<file path="src/rtl/wb_regport_arb_pkg.sv">
// Shared widths, defaults and payload types for the writeback/long-latency regfile port arbiter.
package wb_regport_arb_pkg;

  localparam int unsigned REGIDX_W         = 5;
  localparam int unsigned XLEN             = 32;
  localparam int unsigned STARVE_LIMIT_DEF = 4;
  localparam int unsigned LL_DEPTH_DEF     = 2;
  localparam int unsigned STARVE_W         = 3;

  typedef struct packed {
    logic [REGIDX_W-1:0] idx;
    logic [XLEN-1:0]     data;
  } rf_wr_t;

  typedef enum logic [1:0] {
    FIFO_EMPTY = 2'd0,
    FIFO_ONE   = 2'd1,
    FIFO_FULL  = 2'd2
  } fifo_state_e;

endpackage

</file>
<file path="src/rtl/wb_regport_arb_if.sv">
// Bundles the WB request, LL handshake and regfile write port of the arbiter.
interface wb_regport_arb_if;
  import wb_regport_arb_pkg::*;

  logic                wb_wr_reg;
  logic [REGIDX_W-1:0] wb_wr_regindex;
  logic [XLEN-1:0]     wb_wr_wdata;
  logic                wb_kill;
  logic                ll_valid;
  logic [REGIDX_W-1:0] ll_regindex;
  logic [XLEN-1:0]     ll_wdata;
  logic                ll_ready;
  logic                wb_stall;
  logic                rf_wr_reg;
  logic [REGIDX_W-1:0] rf_wr_regindex;
  logic [XLEN-1:0]     rf_wr_wdata;

  modport master (
    output wb_wr_reg, wb_wr_regindex, wb_wr_wdata, wb_kill,
    output ll_valid, ll_regindex, ll_wdata,
    input  ll_ready, wb_stall, rf_wr_reg, rf_wr_regindex, rf_wr_wdata
  );

  modport slave (
    input  wb_wr_reg, wb_wr_regindex, wb_wr_wdata, wb_kill,
    input  ll_valid, ll_regindex, ll_wdata,
    output ll_ready, wb_stall, rf_wr_reg, rf_wr_regindex, rf_wr_wdata
  );

endinterface

</file>
<file path="src/rtl/wb_regport_arb_fifo.sv">
// Two-entry long-latency result buffer with head pop, per-entry index squash and ordered compaction.
module wb_ll_fifo
  import wb_regport_arb_pkg::*;
#(
  parameter int unsigned DEPTH = LL_DEPTH_DEF
) (
  input  logic                clk,
  input  logic                rst_n,
  input  logic                push,
  input  rf_wr_t              push_ent,
  input  logic                pop,
  input  logic                squash,
  input  logic [REGIDX_W-1:0] squash_idx,
  output rf_wr_t              head,
  output fifo_state_e         state
);

  fifo_state_e state_d;
  rf_wr_t      ent_q [DEPTH];
  rf_wr_t      ent_d [DEPTH];
  logic        keep0;
  logic        keep1;

  // Occupancy register; valid bits are implied by the state.
  always_ff @(posedge clk or negedge rst_n) begin
    if (!rst_n) state <= FIFO_EMPTY;
    else        state <= state_d;
  end

  always_ff @(posedge clk) begin
    ent_q <= ent_d;
  end

  // Remove popped/squashed entries, slide survivors to the head, then append the push.
  always_comb begin
    state_d = state;
    ent_d   = ent_q;
    keep0   = (state != FIFO_EMPTY) && !pop && !(squash && (ent_q[0].idx == squash_idx));
    keep1   = (state == FIFO_FULL) && !(squash && (ent_q[1].idx == squash_idx));

    if (keep0) begin
      if (keep1) begin
        state_d = FIFO_FULL;
      end else if (push) begin
        ent_d[1] = push_ent;
        state_d  = FIFO_FULL;
      end else begin
        state_d = FIFO_ONE;
      end
    end else if (keep1) begin
      ent_d[0] = ent_q[1];
      if (push) begin
        ent_d[1] = push_ent;
        state_d  = FIFO_FULL;
      end else begin
        state_d = FIFO_ONE;
      end
    end else if (push) begin
      ent_d[0] = push_ent;
      state_d  = FIFO_ONE;
    end else begin
      state_d = FIFO_EMPTY;
    end
  end

  assign head = ent_q[0];

endmodule

</file>
<file path="src/rtl/wb_regport_arb.sv">
// Shares one regfile write port between in-order writeback and a buffered long-latency result stream.
module wb_regport_arb
  import wb_regport_arb_pkg::*;
#(
  parameter int unsigned STARVE_LIMIT = STARVE_LIMIT_DEF,
  parameter int unsigned LL_DEPTH     = LL_DEPTH_DEF
) (
  input logic              clk,
  input logic              rst_n,
  wb_regport_arb_if.slave  bus
);

  fifo_state_e         fifo_state;
  rf_wr_t              head;
  rf_wr_t              ll_ent;
  logic                wb_eff;
  logic                has_head;
  logic                starve_hit;
  logic                grant_ll;
  logic                ll_push;
  logic                wb_squash;
  logic [STARVE_W-1:0] starve_cnt;

  assign wb_eff     = bus.wb_wr_reg && !bus.wb_kill && (bus.wb_wr_regindex != '0);
  assign has_head   = (fifo_state != FIFO_EMPTY);
  assign starve_hit = (fifo_state == FIFO_FULL) && (32'(starve_cnt) >= STARVE_LIMIT);
  assign grant_ll   = has_head && (!wb_eff || starve_hit);

  // x0 results are acknowledged but never buffered.
  assign bus.ll_ready = (fifo_state != FIFO_FULL);
  assign ll_push      = bus.ll_valid && bus.ll_ready && (bus.ll_regindex != '0);
  assign ll_ent       = '{idx: bus.ll_regindex, data: bus.ll_wdata};
  assign wb_squash    = wb_eff && !grant_ll;

  wb_ll_fifo #(.DEPTH(LL_DEPTH)) u_fifo (
    .clk        (clk),
    .rst_n      (rst_n),
    .push       (ll_push),
    .push_ent   (ll_ent),
    .pop        (grant_ll),
    .squash     (wb_squash),
    .squash_idx (bus.wb_wr_regindex),
    .head       (head),
    .state      (fifo_state)
  );

  // Cycles the buffered head has been passed over by writeback.
  always_ff @(posedge clk or negedge rst_n) begin
    if (!rst_n)                       starve_cnt <= '0;
    else if (!has_head || grant_ll)   starve_cnt <= '0;
    else if (starve_cnt != '1)        starve_cnt <= starve_cnt + STARVE_W'(1);
  end

  // Write port mux; held quiet throughout reset so no partial write escapes.
  always_comb begin
    bus.rf_wr_reg      = 1'b0;
    bus.rf_wr_regindex = '0;
    bus.rf_wr_wdata    = '0;
    bus.wb_stall       = 1'b0;
    if (rst_n) begin
      if (grant_ll) begin
        bus.rf_wr_reg      = 1'b1;
        bus.rf_wr_regindex = head.idx;
        bus.rf_wr_wdata    = head.data;
        bus.wb_stall       = wb_eff;
      end else if (wb_eff) begin
        bus.rf_wr_reg      = 1'b1;
        bus.rf_wr_regindex = bus.wb_wr_regindex;
        bus.rf_wr_wdata    = bus.wb_wr_wdata;
      end
    end
  end

endmodule

</file>
<file path="src/flat_wrapper.sv">
// flat-port wrapper written by rule: the top's interface ports become plain ports
module wb_regport_arb_flat import wb_regport_arb_pkg::*;
#(
  parameter int unsigned STARVE_LIMIT = STARVE_LIMIT_DEF,
  parameter int unsigned LL_DEPTH     = LL_DEPTH_DEF
)
  (clk, rst_n, bus_wb_wr_reg, bus_wb_wr_regindex, bus_wb_wr_wdata, bus_wb_kill, bus_ll_valid, bus_ll_regindex, bus_ll_wdata, bus_ll_ready, bus_wb_stall, bus_rf_wr_reg, bus_rf_wr_regindex, bus_rf_wr_wdata);
  wb_regport_arb_if bus_i ();
  input logic clk;
  input logic rst_n;
  input wire logic [$bits(bus_i.wb_wr_reg)-1:0] bus_wb_wr_reg;
  input wire logic [$bits(bus_i.wb_wr_regindex)-1:0] bus_wb_wr_regindex;
  input wire logic [$bits(bus_i.wb_wr_wdata)-1:0] bus_wb_wr_wdata;
  input wire logic [$bits(bus_i.wb_kill)-1:0] bus_wb_kill;
  input wire logic [$bits(bus_i.ll_valid)-1:0] bus_ll_valid;
  input wire logic [$bits(bus_i.ll_regindex)-1:0] bus_ll_regindex;
  input wire logic [$bits(bus_i.ll_wdata)-1:0] bus_ll_wdata;
  output wire logic [$bits(bus_i.ll_ready)-1:0] bus_ll_ready;
  output wire logic [$bits(bus_i.wb_stall)-1:0] bus_wb_stall;
  output wire logic [$bits(bus_i.rf_wr_reg)-1:0] bus_rf_wr_reg;
  output wire logic [$bits(bus_i.rf_wr_regindex)-1:0] bus_rf_wr_regindex;
  output wire logic [$bits(bus_i.rf_wr_wdata)-1:0] bus_rf_wr_wdata;
  assign bus_i.wb_wr_reg = bus_wb_wr_reg;
  assign bus_i.wb_wr_regindex = bus_wb_wr_regindex;
  assign bus_i.wb_wr_wdata = bus_wb_wr_wdata;
  assign bus_i.wb_kill = bus_wb_kill;
  assign bus_i.ll_valid = bus_ll_valid;
  assign bus_i.ll_regindex = bus_ll_regindex;
  assign bus_i.ll_wdata = bus_ll_wdata;
  assign bus_ll_ready = bus_i.ll_ready;
  assign bus_wb_stall = bus_i.wb_stall;
  assign bus_rf_wr_reg = bus_i.rf_wr_reg;
  assign bus_rf_wr_regindex = bus_i.rf_wr_regindex;
  assign bus_rf_wr_wdata = bus_i.rf_wr_wdata;
  wb_regport_arb #(.STARVE_LIMIT(STARVE_LIMIT), .LL_DEPTH(LL_DEPTH)) u_core (.clk(clk), .rst_n(rst_n), .bus(bus_i));
endmodule
</file>
<file path="config.mk">
export PLATFORM = sky130hd
export DESIGN_NAME = wb_regport_arb_flat
export DESIGN_NICKNAME = d
export VERILOG_FILES = /design/src/rtl/wb_regport_arb_pkg.sv /design/src/rtl/wb_regport_arb_if.sv /design/src/rtl/wb_regport_arb_fifo.sv /design/src/rtl/wb_regport_arb.sv /design/src/flat_wrapper.sv
export SDC_FILE = /design/constraint.sdc
export NUM_CORES = 1
export LEC_CHECK = 0
export CAP_MARGIN = 25
export CORE_MARGIN = 10
export CORE_UTILIZATION = 30
export CTS_BUF_LIST = sky130_fd_sc_hd__clkbuf_4
export CTS_CLUSTER_DIAMETER = 100
export DETAILED_ROUTE_END_ITERATION = 7
export PLACE_DENSITY = 0.63
export SLEW_MARGIN = 20
export SYNTH_ARGS = -nofsm -noshare
export SYNTH_HDL_FRONTEND = slang
export SYNTH_SLANG_ARGS = --single-unit
</file>
<file path="constraint.sdc">
create_clock -name clk -period 4.3 [get_ports clk]
set_clock_uncertainty 0.2 [all_clocks]
set_input_delay 0.645 -clock clk [delete_from_list [all_inputs] [get_ports clk]]
set_output_delay 0.645 -clock clk [all_outputs]
set_load 0.01 [all_outputs]
</file>
* Word-level counts from Yosys, hierarchy flattened *
Index checks and enable logic that the tools add are counted.

word-level totals
  input port bits = 79
  output and inout port bits = 40
  register bits = 79
  word-level logic and storage cells = 67

operators by class
  $add $sub $neg = 1
  equality and inequality tests = 6
  reduce and logical (&&, ||, !) cells = 28
  magnitude comparators = 1
  bitwise gates (word level) = 1
  mux-type cells = 24

operators by type and width
  cell                                                           count
  37-bit 2-to-1 mux                                              6
  32-bit 2-to-1 mux                                              3
  5-bit 2-to-1 mux                                               3
  1-bit logical AND                                              12
  5-bit equality test                                            2
  5-bit nonzero test                                             2
  2-bit 2-to-1 mux                                               4
  2-bit nonzero test                                             4
  1-bit zero test                                                6
  1-bit 2-to-1 mux                                               6
  3-bit 2-to-1 mux                                               2
  2-bit != test, second input constant                           2
  2-bit AND reduction                                            2
  3-bit by 1-bit adder with 3-bit output, second input constant  1
  3-bit greater-or-equal comparator, second input constant       1
  3-bit != test, second input constant                           1
  2-bit equality test, second input constant                     1
  1-bit logical OR                                               2
  1-bit inverter                                                 1

* Logic depth before layout (Yosys ltp) *
  depth in word-level cells = 13
  depth in mapped cells = 9
  depth with buffers taken out = 7

* By module *
Synthesis repeated with hierarchy kept, for this count alone.

unflattened totals
  cells, all modules = 265
  area, all modules = 4072.7 um^2

by module, submodules not included
  module          seq. area each (um^2)  area an instance (um^2)  cells each  times used
  wb_ll_fifo      2272.2                 3363.2                   181         1
  wb_regport_arb  75.1                   709.4                    84          1

* Worst setup path before layout *
OpenSTA, ideal clock, no wires.

  path type = in2reg
  start = in bus_wb_wr_regindex[3]
  end = reg u_core.u_fifo.ent_q (netlist bit u_core.u_fifo.head[0]) (enable)
  setup time = 431 ps
  stages = 6
  required time = 3669 ps
  path slack = 110 ps
  path buffers = 1
  arrival = 3559 ps
  path through = or4_4 -> o21a_1 -> a31o_2 -> buf_2 -> ha_1 -> nor2_1

between the ends
  word-level cells in the longest chain between the ends = 12
  elaborated cells between the ends (all ways) = 19
  classes of those cells = eq/ne (2); bitwise (1); reduce/logical (16)

ends and longest elaborated chain
  what                                                            RTL line                                              text
  start: declaration                                              flat_wrapper.sv:12                                    input wire logic [$bits(bus_i.wb_wr_regindex)-1:0] bus_wb_wr_regindex;
  5-bit nonzero test                                              wb_regport_arb.sv:24                                  assign wb_eff = bus.wb_wr_reg && !bus.wb_kill && (bus.wb_wr_regindex != '0);
  1-bit logical AND                                               wb_regport_arb.sv:24
  1-bit zero test                                                 wb_regport_arb.sv:27                                  assign grant_ll = has_head && (!wb_eff || starve_hit);
  1-bit logical OR                                                wb_regport_arb.sv:27
  1-bit logical AND                                               wb_regport_arb.sv:27
  1-bit zero test                                                 wb_regport_arb_fifo.sv:38, wb_regport_arb.sv:33
  1-bit logical AND                                               wb_regport_arb.sv:33                                  assign wb_squash = wb_eff && !grant_ll;
  1-bit logical AND (on tied branches)                            wb_regport_arb_fifo.sv:39, wb_regport_arb_fifo.sv:38
  1-bit zero test (on tied branches)                              wb_regport_arb_fifo.sv:39, wb_regport_arb_fifo.sv:38
  1-bit logical AND (on tied branches)                            wb_regport_arb_fifo.sv:39, wb_regport_arb_fifo.sv:38
  2-bit nonzero test (no line) or 1-bit inverter (tied branches)  --
  2-bit AND reduction (no line) (*)                               --
  end signal: assignment                                          wb_regport_arb_fifo.sv:31                             ent_q <= ent_d;
  end: declaration                                                wb_regport_arb_fifo.sv:19                             rf_wr_t ent_q [DEPTH];

Mark *: on every way between the ends. The rest lies on a longest branch, timed or not.
A chain may end at the register's enable or synchronous reset.

* Final worst setup path *
  start = in bus_wb_wr_regindex[3]
  end = out bus_rf_wr_wdata[28]

between the ends
  word-level cells in the longest chain between the ends = 7
  elaborated cells between the ends (all ways) = 8
  classes of those cells = mux (3); reduce/logical (5)

ends and longest elaborated chain
  what                    RTL line              text
  5-bit nonzero test (*)  wb_regport_arb.sv:24
  1-bit logical AND (*)   wb_regport_arb.sv:24
  1-bit zero test         wb_regport_arb.sv:27
  1-bit logical OR        wb_regport_arb.sv:27
  1-bit logical AND       wb_regport_arb.sv:27
  32-bit 2-to-1 mux (*)   wb_regport_arb.sv:61  if (grant_ll) begin
  32-bit 2-to-1 mux (*)   wb_regport_arb.sv:60  if (rst_n) begin
  end: declaration        flat_wrapper.sv:22    output wire logic [$bits(bus_i.rf_wr_wdata)-1:0] bus_rf_wr_wdata;

Marks and branches as above.

==> key figures <==
Floorplanning
  • IO Count: ~120
  • Die height: 130 um
  • Die Width: 130 um
  • Die area: 0.0168 mm^2
  • FP Rows: 40
  • Initial cell density of the core: 0.304
  • Core area: 0.0119 mm^2

Run status
  • Run status: completed

Route
  • Initial drt markers: 105
  • Drt drc: 0
  • Total wire length: ~9100 um
  • 1st-pass router iterations: 4
  • Vias: between 2000 and 2500
  • Routed Antenna Nets: 0
  • DR vias/cell: between 4 and 5
  • Drt wl/cell: 17.9 um

Power and ir drop
  • Sequential power share: 0.563
  • Gate power share: 0.203
  • PnR Total Power: approximately 1.6 mW
  • Worst-case vdd ir drop: approximately 0.00014 V
  • Static leakage: approximately 1.9 nW
  • Clk pwr share: 0.234
  • Internal: between 1 and 1.5 mW
  • NetSw: 412 uW
  • Sw Share: 0.251
  • Cell area power density: 320 mW/mm^2

Timing
  • Fmax: between 200 and 250 MHz
  • Final slew viol count: 0
  • Worst Max-Slew Pin Slew: between 0.8 and 0.9 ns
  • Post-route minimum period: slightly above 4 ns
  • Final worst path period share: 0.964
  • Final worst slack: 0.153 ns
  • Final setup TNS: 0 ns
  • RSZ-0062 raised after global routing: false
  • Setup violations, final: 0
  • Slew HR: 0.417
  • Final Hold Fails: 0

Logic synthesis
  • Synth Flop Type: edfxtp_1
  • Post-synth ARST share: 0.0633
  • Number of flops mapped to enable cells by yosys: 74
  • Post-Synthesis Cells: 228
  • Post-Syn Area: around 0.0036 mm^2
  • Sequential fraction of the synthesis area: 0.649
  • Synth Area per Inst: around 16 um^2
  • Net Count, Synth: 312
  • Cell variety after synth: 32
  • Synthesized flop and latch total: 79
  • Ys Warns: 0

Global routing
  • First-pass GRT wire length: roughly 14000 um
  • Largest net degree at the start of global routing: 25
  • Number of global-route vias before repair: about 2700
  • Grt ovf: 0
  • Initial antenna violation count: 1
  • Total Routing Usage GR: 0.109

Clock tree
  • Clk pin slew, worst setup/hold paths: approximately 0.11 ns
  • Sink Count: just under 80
  • Total CTS buffers: 9
  • Hold buffers post-CTS: 0
  • Clock latency on the worst-skew pair: 0.41 ns
  • Post-CTS Resized: 0
  • CTS H-tree lvls: 3
  • Buffer count from post-CTS setup fixing: 0
  • CTS root buf: clkbuf_4
  • CTS max path bufs: 2
  • CTS tree: yes

Worst setup path
  • Crit-path max FO: 12
  • WP data required: between 3 and 4 ns
  • Path type of the worst setup path: in2out
  • CP Data Arrival Time: 3.30 ns
  • Crit end category: primary output
  • Startpoint types: input port

Placed design
  • Port bufs: between 100 and 150
  • Dpl cells: a little under 500
  • Final GP Congestion: roughly 0.76
  • DP HPWL: about 6900 um
  • DP Worst Slack: between 0.1 and 0.15 ns

Cells and area
  • Post-Layout Cell Count: 509
  • Layout area overhead: 42.0%
  • Share of layout cells above drive strength 1: 0.199
  • Final #Nets: 440

Run
  • Max-cap violations: 0

Hold path
  • Worst hold path class: in2async
==> routing by layer <==
| metal | up-vias | GRT usage | routed length (um) |
|---|---|---|---|
| met2 | 66 | 0.179 | 4470 |
| met4 | 0 | 0.0278 | 71 |
| met5 | - | 0 | 0 |
| met3 | 9 | 0.0418 | 644 |
| li1 | 1150 | - | - |
| met1 | 1191 | 0.132 | 3950 |
==> placed cells by master, fill, tap and decap left out, drive strengths merged <==
cell type      count
a211oi             1
a21oi              3
a22o              32
a31o               1
and2               2
buf               11
clkbuf            11
clkdlybuf4s50    118
clkinv             1
clkinvlp           4
dfrtp              5
diode              1
edfxtp            74
ha                 5
inv                4
mux2              38
mux2i              5
nand2              7
nand2b             1
nand3              5
nand3b             1
nor2              10
nor2b              1
nor3               2
nor4               1
o211a              1
o211ai             2
o21a               1
or2                1
or4                2
xor2              11
==> cell type report <==
| type | instances | area [um^2] |
|---|---|---|
| antenna | 1 | 2.50 |
| clock buffer | 11 | 82.6 |
| timing repair buffer | 129 | 1260 |
| inverter | 4 | 15.0 |
| fill | 1111 | 6780 |
| sequential | 79 | 2350 |
| multi-input combinational | 133 | 1200 |
| tap | 147 | 184 |
| clock inverter | 5 | 35.0 |
==> cells in the mapped netlist, types with 5 or more instances <==
library cell  number  share of area
dfrtp_1            5          0.035
nor2_1            10          0.010
xor2_1            11          0.027
mux2_2            28          0.087
nand2_1            7         0.0073
buf_2              6         0.0083
a22o_1            32          0.078
mux2_4            10          0.042
nand3_1            5         0.0069
mux2i_1            5          0.014
edfxtp_1          74           0.61
ha_1               5          0.017
==> critical path: stages <==
cell	delay, ns
clkdlybuf4s50_1	0.50
or4_4	0.58
o211ai_1	0.47
nor2_2	0.14
buf_4	0.22
a22o_1	0.24
clkdlybuf4s50_1	0.50
==> logic make-up after synthesis <==
logic type,Yosys count,share of synthesized area
DFF,79,0.649
muxes,43,0.143
AOI/OAI and AO/OA,41,0.0952
and+or+nand+nor,33,0.0464
buffers and inverters,16,0.0228
xor gates and xnor gates,11,0.0266
adders and majority gates,5,0.0173
==> metrics by stage <==
stage | instance area [um^2] | util | hold slack (ns)
final | 5130 | 0.431 | 0.325
after floorplan | 3620 | - | 0.149
after detailed placement | 5010 | 0.421 | 0.334
after global placement | 5010 | 0.421 | 0.313
after CTS | 5130 | 0.431 | 0.287
after global routing | 5130 | 0.431 | 0.307
==> final timing paths <==
check	startpoint	to	slack, ns	cells past startpoint
hold reg to reg	u_core.starve_cnt[1]	u_core.starve_cnt[1]	0.35	2
max in group asynchronous	rst_n	u_core.u_fifo.state[0]	3.45	2
setup / recovery	bus_wb_wr_regindex[3]	bus_rf_wr_wdata[28]	0.15	7
hold / removal	rst_n	u_core.starve_cnt[1]	0.33	2
min in group clk	u_core.starve_cnt[1]	u_core.starve_cnt[1]	0.35	2
setup reg to reg	u_core.u_fifo.ent_q[36]	u_core.u_fifo.head[33]	1.56	5
==> state kept, by name (all words and copies together), names as in the netlist <==
signal and cells:
u_core.u_fifo.state 2, u_core.starve_cnt 3, u_core.u_fifo.ent_q 37, u_core.u_fifo.head 37
==> power by group through the flow <==
stage | sequential (mW) | combinational, mW | clock (mW)
finish | 0.924 | 0.332 | 0.384
global route | 0.930 | 0.361 | 0.437
CTS | 0.926 | 0.340 | 0.403
detailed placement | 0.942 | 0.338 | 0
global placement | 0.942 | 0.333 | 0
floorplan | 0.935 | 0.151 | 0
No activity file was read; power rests on OpenSTA's default activity.
